`config.mk`:
```
export PLATFORM = sky130hd
export DESIGN_NAME = id_ex_stage
export DESIGN_NICKNAME = d
export VERILOG_FILES = /design/src/rtl/riscv_pkg.sv /design/src/rtl/id_ex_stage_imm_gen.sv /design/src/rtl/id_ex_stage.sv
export SDC_FILE = /design/constraint.sdc
export NUM_CORES = 1
export LEC_CHECK = 0
export ABC_CLOCK_PERIOD_IN_PS = 2000
export CAP_MARGIN = 25
export CORE_UTILIZATION = 35
export DETAILED_ROUTE_END_ITERATION = 6
export PLACE_DENSITY = 0.74
export SLEW_MARGIN = 20
export SYNTH_ARGS = -nofsm -noshare
export SYNTH_HDL_FRONTEND = slang
export SYNTH_SLANG_ARGS = --single-unit
```
`constraint.sdc`:
```
create_clock -name clk -period 2 [get_ports clk]
set_input_delay 0.3 -clock clk [delete_from_list [all_inputs] [get_ports clk]]
set_output_delay 0.3 -clock clk [all_outputs]
set_load 0.01 [all_outputs]
```
`src/rtl/riscv_pkg.sv`:
```
// Shared RV32I decode definitions: opcodes, ALU/write-back encodings and the
// packed EX/MEM/WB control bundle carried through the ID/EX register.
package riscv_pkg;

  localparam int CTRL_WIDTH = 12;

  localparam logic [6:0] OPC_OP     = 7'b0110011;
  localparam logic [6:0] OPC_OP_IMM = 7'b0010011;
  localparam logic [6:0] OPC_LOAD   = 7'b0000011;
  localparam logic [6:0] OPC_STORE  = 7'b0100011;
  localparam logic [6:0] OPC_BRANCH = 7'b1100011;
  localparam logic [6:0] OPC_JAL    = 7'b1101111;
  localparam logic [6:0] OPC_JALR   = 7'b1100111;
  localparam logic [6:0] OPC_LUI    = 7'b0110111;
  localparam logic [6:0] OPC_AUIPC  = 7'b0010111;

  typedef enum logic [3:0] {
    ALU_ADD   = 4'd0,
    ALU_SUB   = 4'd1,
    ALU_SLL   = 4'd2,
    ALU_SLT   = 4'd3,
    ALU_SLTU  = 4'd4,
    ALU_XOR   = 4'd5,
    ALU_SRL   = 4'd6,
    ALU_SRA   = 4'd7,
    ALU_OR    = 4'd8,
    ALU_AND   = 4'd9,
    ALU_PASSB = 4'd10
  } alu_op_e;

  typedef enum logic [1:0] {
    WB_ALU = 2'd0,
    WB_MEM = 2'd1,
    WB_PC4 = 2'd2
  } wb_sel_e;

  // Field order fixes the bit layout: alu_op occupies [11:8], jump is bit 0.
  typedef struct packed {
    alu_op_e alu_op;
    logic    alu_src;
    logic    mem_read;
    logic    mem_write;
    logic    reg_write;
    wb_sel_e wb_sel;
    logic    branch;
    logic    jump;
  } ctrl_t;

  localparam int CTRL_ALU_OP_LSB = 8;
  localparam int CTRL_ALU_SRC    = 7;
  localparam int CTRL_MEM_READ   = 6;
  localparam int CTRL_MEM_WRITE  = 5;
  localparam int CTRL_REG_WRITE  = 4;
  localparam int CTRL_WB_SEL_LSB = 2;
  localparam int CTRL_BRANCH     = 1;
  localparam int CTRL_JUMP       = 0;

  // funct7[5] selects SUB only for register-register ops; SRA/SRAI use it in both forms.
  function automatic alu_op_e alu_op_decode(input logic [2:0] funct3,
                                            input logic       funct7_b5,
                                            input logic       is_reg);
    case (funct3)
      3'b000:  return (is_reg && funct7_b5) ? ALU_SUB : ALU_ADD;
      3'b001:  return ALU_SLL;
      3'b010:  return ALU_SLT;
      3'b011:  return ALU_SLTU;
      3'b100:  return ALU_XOR;
      3'b101:  return funct7_b5 ? ALU_SRA : ALU_SRL;
      3'b110:  return ALU_OR;
      default: return ALU_AND;
    endcase
  endfunction

endpackage

```
`src/rtl/id_ex_stage_imm_gen.sv`:
```
// Immediate generator: selects the I/S/B/J/U format from the opcode and
// produces the sign-extended XLEN-bit immediate.
module imm_gen
  import riscv_pkg::*;
#(
  parameter int XLEN = 32
) (
  input  logic [31:0]             instr,
  output logic signed [XLEN-1:0]  imm
);

  logic signed [11:0] imm_i;
  logic signed [11:0] imm_s;
  logic signed [12:0] imm_b;
  logic signed [20:0] imm_j;
  logic signed [31:0] imm_u;

  assign imm_i = instr[31:20];
  assign imm_s = {instr[31:25], instr[11:7]};
  assign imm_b = {instr[31], instr[7], instr[30:25], instr[11:8], 1'b0};
  assign imm_j = {instr[31], instr[19:12], instr[20], instr[30:21], 1'b0};
  assign imm_u = {instr[31:12], 12'h000};

  always_comb begin
    imm = '0;
    case (instr[6:0])
      OPC_OP_IMM, OPC_LOAD, OPC_JALR: imm = XLEN'(imm_i);
      OPC_STORE:                      imm = XLEN'(imm_s);
      OPC_BRANCH:                     imm = XLEN'(imm_b);
      OPC_JAL:                        imm = XLEN'(imm_j);
      OPC_LUI, OPC_AUIPC:             imm = XLEN'(imm_u);
      default:                        imm = '0;
    endcase
  end

endmodule

```
`src/rtl/id_ex_stage.sv`:
```
// RV32I decode stage with write-back bypass, load-use hazard detection and
// the ID/EX pipeline register feeding the EX stage.
module id_ex_stage
  import riscv_pkg::*;
#(
  parameter int XLEN           = 32,
  parameter int REG_ADDR_WIDTH = 5,
  parameter int CTRL_WIDTH     = riscv_pkg::CTRL_WIDTH
) (
  input  logic                      clk,
  input  logic                      rst_n,
  input  logic                      id_valid,
  input  logic [XLEN-1:0]           id_pc,
  input  logic [31:0]               id_instr,
  output logic [REG_ADDR_WIDTH-1:0] rf_addr_rs1,
  output logic [REG_ADDR_WIDTH-1:0] rf_addr_rs2,
  input  logic [XLEN-1:0]           rf_data_rs1,
  input  logic [XLEN-1:0]           rf_data_rs2,
  input  logic                      wb_regwrite,
  input  logic [REG_ADDR_WIDTH-1:0] wb_rd,
  input  logic [XLEN-1:0]           wb_data,
  input  logic                      ex_flush,
  output logic                      stall_fd,
  output logic                      ex_valid,
  output logic [XLEN-1:0]           ex_pc,
  output logic [XLEN-1:0]           ex_rs1_val,
  output logic [XLEN-1:0]           ex_rs2_val,
  output logic [XLEN-1:0]           ex_imm,
  output logic [REG_ADDR_WIDTH-1:0] ex_rs1,
  output logic [REG_ADDR_WIDTH-1:0] ex_rs2,
  output logic [REG_ADDR_WIDTH-1:0] ex_rd,
  output logic [CTRL_WIDTH-1:0]     ex_ctrl
);

  logic [6:0]                opcode;
  logic [REG_ADDR_WIDTH-1:0] rs1_id;
  logic [REG_ADDR_WIDTH-1:0] rs2_id;
  logic [REG_ADDR_WIDTH-1:0] rd_id;
  logic                      known_op;
  logic                      rs1_used;
  logic                      rs2_used;
  ctrl_t                     ctrl_id;
  logic [CTRL_WIDTH-1:0]     ctrl_bits;
  logic signed [XLEN-1:0]    imm_id;
  logic signed [XLEN-1:0]    op1_id;
  logic signed [XLEN-1:0]    op2_id;
  logic                      load_use;
  logic                      load_instr;

  assign opcode      = id_instr[6:0];
  assign rs1_id      = id_instr[19:15];
  assign rs2_id      = id_instr[24:20];
  assign rf_addr_rs1 = rs1_id;
  assign rf_addr_rs2 = rs2_id;

  imm_gen #(.XLEN(XLEN)) u_imm_gen (
    .instr (id_instr),
    .imm   (imm_id)
  );

  always_comb begin
    ctrl_id  = '0;
    known_op = 1'b1;
    rs1_used = 1'b1;
    rs2_used = 1'b0;
    case (opcode)
      OPC_OP: begin
        ctrl_id.alu_op    = alu_op_decode(id_instr[14:12], id_instr[30], 1'b1);
        ctrl_id.reg_write = 1'b1;
        rs2_used          = 1'b1;
      end
      OPC_OP_IMM: begin
        ctrl_id.alu_op    = alu_op_decode(id_instr[14:12], id_instr[30], 1'b0);
        ctrl_id.alu_src   = 1'b1;
        ctrl_id.reg_write = 1'b1;
      end
      OPC_LOAD: begin
        ctrl_id.alu_src   = 1'b1;
        ctrl_id.mem_read  = 1'b1;
        ctrl_id.reg_write = 1'b1;
        ctrl_id.wb_sel    = WB_MEM;
      end
      OPC_STORE: begin
        ctrl_id.alu_src   = 1'b1;
        ctrl_id.mem_write = 1'b1;
        rs2_used          = 1'b1;
      end
      OPC_BRANCH: begin
        ctrl_id.alu_op    = ALU_SUB;
        ctrl_id.branch    = 1'b1;
        rs2_used          = 1'b1;
      end
      OPC_JAL, OPC_JALR: begin
        ctrl_id.alu_src   = 1'b1;
        ctrl_id.reg_write = 1'b1;
        ctrl_id.wb_sel    = WB_PC4;
        ctrl_id.jump      = 1'b1;
        rs1_used          = (opcode == OPC_JALR);
      end
      OPC_LUI, OPC_AUIPC: begin
        ctrl_id.alu_op    = (opcode == OPC_LUI) ? ALU_PASSB : ALU_ADD;
        ctrl_id.alu_src   = 1'b1;
        ctrl_id.reg_write = 1'b1;
        rs1_used          = 1'b0;
      end
      default: begin
        known_op = 1'b0;
        rs1_used = 1'b0;
      end
    endcase
  end

  assign rd_id     = known_op ? id_instr[11:7] : '0;
  assign ctrl_bits = ctrl_id;

  // x0 reads as zero; otherwise a same-cycle WB write overrides the register file.
  function automatic logic [XLEN-1:0] bypass(input logic [REG_ADDR_WIDTH-1:0] idx,
                                             input logic [XLEN-1:0]           rf_val,
                                             input logic                      wb_we,
                                             input logic [REG_ADDR_WIDTH-1:0] wb_idx,
                                             input logic [XLEN-1:0]           wb_val);
    if (idx == '0)
      return '0;
    if (wb_we && (wb_idx == idx))
      return wb_val;
    return rf_val;
  endfunction

  assign op1_id = bypass(rs1_id, rf_data_rs1, wb_regwrite, wb_rd, wb_data);
  assign op2_id = bypass(rs2_id, rf_data_rs2, wb_regwrite, wb_rd, wb_data);

  assign load_use = id_valid && ex_valid && ex_ctrl[CTRL_MEM_READ] && (ex_rd != '0) &&
                    ((rs1_used && (ex_rd == rs1_id)) || (rs2_used && (ex_rd == rs2_id)));

  // A taken branch redirects fetch, so it overrides any stall request.
  assign stall_fd   = load_use && !ex_flush;
  assign load_instr = id_valid && !ex_flush && !load_use;

  // ID -> EX boundary
  always_ff @(posedge clk or negedge rst_n) begin
    if (!rst_n) begin
      ex_valid   <= 1'b0;
      ex_ctrl    <= '0;
      ex_rd      <= '0;
      ex_pc      <= '0;
      ex_rs1_val <= '0;
      ex_rs2_val <= '0;
      ex_imm     <= '0;
      ex_rs1     <= '0;
      ex_rs2     <= '0;
    end else begin
      ex_valid   <= load_instr;
      ex_ctrl    <= load_instr ? ctrl_bits : '0;
      ex_rd      <= load_instr ? rd_id : '0;
      ex_pc      <= id_pc;
      ex_rs1_val <= op1_id;
      ex_rs2_val <= op2_id;
      ex_imm     <= imm_id;
      ex_rs1     <= rs1_id;
      ex_rs2     <= rs2_id;
    end
  end

endmodule

```
==> summary by stage <==
Run status
The run finished, with violations left. The checks that failed: negative setup slack.

Worst setup path
STA classifies the critical path startpoint as a register. The maximum fanout along the worst path is 2. The data arrival time of the critical path is 2.15 ns.

The kind of capture point of the worst setup path is an output port. The worst path required time is 1.70 ns. The critical path in this run is classified as reg -> out.

Logic synthesis
The post-synth net total is 645. Yosys attributes the largest share of cell area to sky130_fd_sc_hd__dfrtp_1 65%, sky130_fd_sc_hd__mux2i_1 11%, sky130_fd_sc_hd__nor2_1 5.1%, sky130_fd_sc_hd__xor2_1 2.6%, sky130_fd_sc_hd__a21o_1 2.5%. After synthesis, the share of flip-flops with an asynchronous set or reset is 100%.

The area of the mapped netlist is 0.00605 mm^2. The share of synthesized area occupied by flip-flops and latches is 64.6%. Synthesis produced a netlist whose cell count is 475. After synthesis, the netlist uses 43 different library cells. Synthesis inferred 156 register bits. The synthesized area per cell is 12.7 um^2. The total number of yosys warnings is 0.

For this run, the leading register cell type out of synthesis is sky130_fd_sc_hd__dfrtp_1. Counting flops with a built-in enable in the synthesized netlist gives 0. The library cell occupying the most area in the post-synthesis netlist is sky130_fd_sc_hd__dfrtp_1.

The area fraction of the dominant cell type after synthesis is 64.6%.

STA
The maximum clock skew at final layout is 0.00764 ns. Across all setup checks in the final design, the least slack found is -0.445 ns. The final period demand of the worst path is 2.45 ns.

The setup violation total in the final timing report is 5. The final hold violation count is 0. The share of the clock period used by the worst path after layout is 122%.

Setup repair after global routing could not meet its margin everywhere. The headroom to the max-slew limit is 59.5%. The transition time at the pin with the least slew margin is 0.608 ns. The peak clock frequency supported by timing is 409 MHz. The final-report max-slew violation count is 0.

Placed design
At the end of routability-driven placement, the weighted congestion stood at 0.934. The count of buffers added on input and output ports is 336. The estimated wirelength of the detail-placed design is 16.3 mm. Before CTS, the worst setup slack after placement is -0.857 ns. The number of cells after detailed placement is 1047.

Drt
The count of vias placed by the detailed router is 5182. The detailed-route wire length is 21.3 mm. The average routed wire per standard cell is 19.5 um. The number of DRC markers after the initial detailed-route iteration is 177.

The first detailed-routing pass took 5 iterations. The average via count per standard cell is 4.75. The remaining antenna violation count is 0. For this run, design rule violations remaining after detail routing come to 0.

Run
Max-cap violations in this run came to 0.

Floorplan
The core region is 0.0167 mm^2. The number of rows created at floorplan is 47. The effective utilization at floorplan is 36.2%. The I/O pin count is 337.

The die outline height is 133 um. The die is 133 um wide. The die covers 0.0178 mm^2.

GRT
The total overflow left after global routing is 0. Entering global routing, the biggest net connects 51 pins. For this run, the total global-route usage over all layers was measured as 24.0%. The number of global-route vias before repair is 5568.

The first global-routing pass estimated 31.8 mm of wire. The number of antenna violations at the first check in global routing is 2.

Hold path
The class of the most critical hold timing path is in -> reg.

CTS
The clock root buffer is sky130_fd_sc_hd__clkbuf_16. The TritonCTS clock tree is yes. No sink is reached through more buffers than the 2 on the longest clock path. The tree built by TritonCTS fans out to 156 sinks. Clock-pin slew was measured on the worst setup and hold paths at 0.06 ns.

Clock tree synthesis inserted a total of 17 buffers. The insertion delay of the later-clocked pin in the worst-skew pair is 0.42 ns. The maximum level of the CTS H-tree is 4.

Layout
Cells fill 64.5% of the core in the end. Leaving out fill and tap cells, the most frequent cells in the layout are 333 x sky130_fd_sc_hd__clkdlybuf4s50_1, 155 x sky130_fd_sc_hd__dfrtp_1, 80 x sky130_fd_sc_hd__nor2_1. The ratio of cells with drive above 1 in the final layout is 13.8%. The count of non-filler cells in the finished layout is 1090. The net count of the finished layout is 1025. The post-synthesis to final-layout area growth is 78.1%.

The most common library cell in the layout ignoring fill and taps is sky130_fd_sc_hd__clkdlybuf4s50_1.

Pwr
In this run the static leakage power is 4.71 nW. Across the VDD grid, the largest voltage drop is 0.552 mV. Dividing total power by cell area gives a power density of 715 mW/mm^2. Power comes to 7.70 mW.
==> stage by stage <==
step / hold WS (ns) / cell area, um^2 / setup TNS, ns
global placement: 0.194 / 9960 / -29.28
detailed placement: 0.193 / 9960 / -31.69
floorplan: 0.00441 / 6050 / 0
global route: 0.300 / 10800 / -1.67
CTS: 0.293 / 10600 / -0.443
finish: 0.311 / 10800 / -0.616
==> synth_stat cells, types with 2 or more instances <==
library cell and n:
sky130_fd_sc_hd__xnor2_1 2, sky130_fd_sc_hd__nand2_1 9, sky130_fd_sc_hd__nand2b_1 3, sky130_fd_sc_hd__inv_1 3
sky130_fd_sc_hd__buf_4 17, sky130_fd_sc_hd__nor2b_1 4, sky130_fd_sc_hd__a22o_1 4, sky130_fd_sc_hd__xor2_1 18
sky130_fd_sc_hd__a21o_1 20, sky130_fd_sc_hd__o21a_1 2, sky130_fd_sc_hd__a21oi_1 5, sky130_fd_sc_hd__mux2i_1 65
sky130_fd_sc_hd__or3_1 2, sky130_fd_sc_hd__and2_1 7, sky130_fd_sc_hd__clkbuf_1 13, sky130_fd_sc_hd__nand4b_1 2
sky130_fd_sc_hd__nor2_1 82, sky130_fd_sc_hd__buf_6 2, sky130_fd_sc_hd__nor4_1 6, sky130_fd_sc_hd__nand3_1 12
sky130_fd_sc_hd__or2_2 2, sky130_fd_sc_hd__nor3b_1 2, sky130_fd_sc_hd__o21ai_0 5, sky130_fd_sc_hd__or4_1 3
sky130_fd_sc_hd__and3_1 3, sky130_fd_sc_hd__buf_2 5, sky130_fd_sc_hd__nor3_1 6, sky130_fd_sc_hd__dfrtp_1 156
==> metal layers <==
metal	wire length (um)	global-route usage (%)	up-vias	part of all wire [%]
li1	-	-	2359	-
met1	8110	26.7	2557	38
met2	11400	43.4	219	54
met3	1040	5.63	47	4.9
met4	696	11.0	0	3.3
met5	0	0	-	0
==> sequential cells by signal (all words and copies together) (netlist names) <==
| signal | flops |
|---|---|
| ex_imm | 32 |
| ex_valid | 1 |
| ex_ctrl | 12 |
| ex_rs1 | 5 |
| ex_rs1_val | 32 |
| ex_pc | 32 |
| ex_rd | 5 |
| ex_rs2 | 5 |
| ex_rs2_val | 32 |
==> timing repair <==
item | in CTS | in global routing
buffers inserted | 4 | 4
gates resized for setup | 10 | 17
hold endpoints to repair | 26 | 0
gates cloned | 0 | 1
pin swaps | 4 | 6
setup endpoints to repair | 8 | 22
hold buffers | 1 | 0
==> worst max-delay path: stages, from the launching register on <==
cell and delay (ns):
sky130_fd_sc_hd__dfrtp_1 0.38, sky130_fd_sc_hd__buf_4 0.14, sky130_fd_sc_hd__buf_4 0.13, sky130_fd_sc_hd__or4_1 0.55, sky130_fd_sc_hd__o2111ai_2 0.24, sky130_fd_sc_hd__a21oi_4 0.05
sky130_fd_sc_hd__nor2b_4 0.13, sky130_fd_sc_hd__buf_6 0.11
==> kinds of logic (layout without fill, tap and decap cells) <==
logic type,Yosys count,in the layout,share of synthesized area [%]
simple gates,149,149,11.9
xor+xnor,20,20,2.90
flops,156,156,64.6
mux,65,65,10.8
other cells,0,2,0
compound gates,45,45,6.02
buf+inv,40,433,3.89
==> path summary, 6_finish.rpt <==
check                                 to  slack [ns]  cells after the start          from
min in group asynchronous  ex_rs1_val[8]        0.32                      2         rst_n
max in group asynchronous      ex_pc[31]        1.00                      3         rst_n
min                            ex_rs1[2]        0.31                      2  id_instr[17]
max                             stall_fd       -0.45                      7      ex_rd[1]
min reg2reg                     ex_valid        0.89                      4    ex_ctrl[6]
max reg2reg                  ex_ctrl[10]       -0.09                      7      ex_rd[1]
==> where the power goes <==
group          leakage (nW)  internal [mW]  switching, mW
clock network         0.294           1.80           1.38
logic                  2.48          0.702          0.484
registers              1.93           3.30         0.0429
total                  4.71           5.80           1.90
==> final cells by class <==
class                      instances  area (um^2)
antenna                            2         5.00
clock buffer                      18          439
clock inverter                    14          150
fill                            1280         5930
inverter                           3         11.3
multi-input combinational        279         2030
sequential                       156         3910
tap                              220          275
timing repair buffer             398         3950
(Power assumes the default switching activity.)
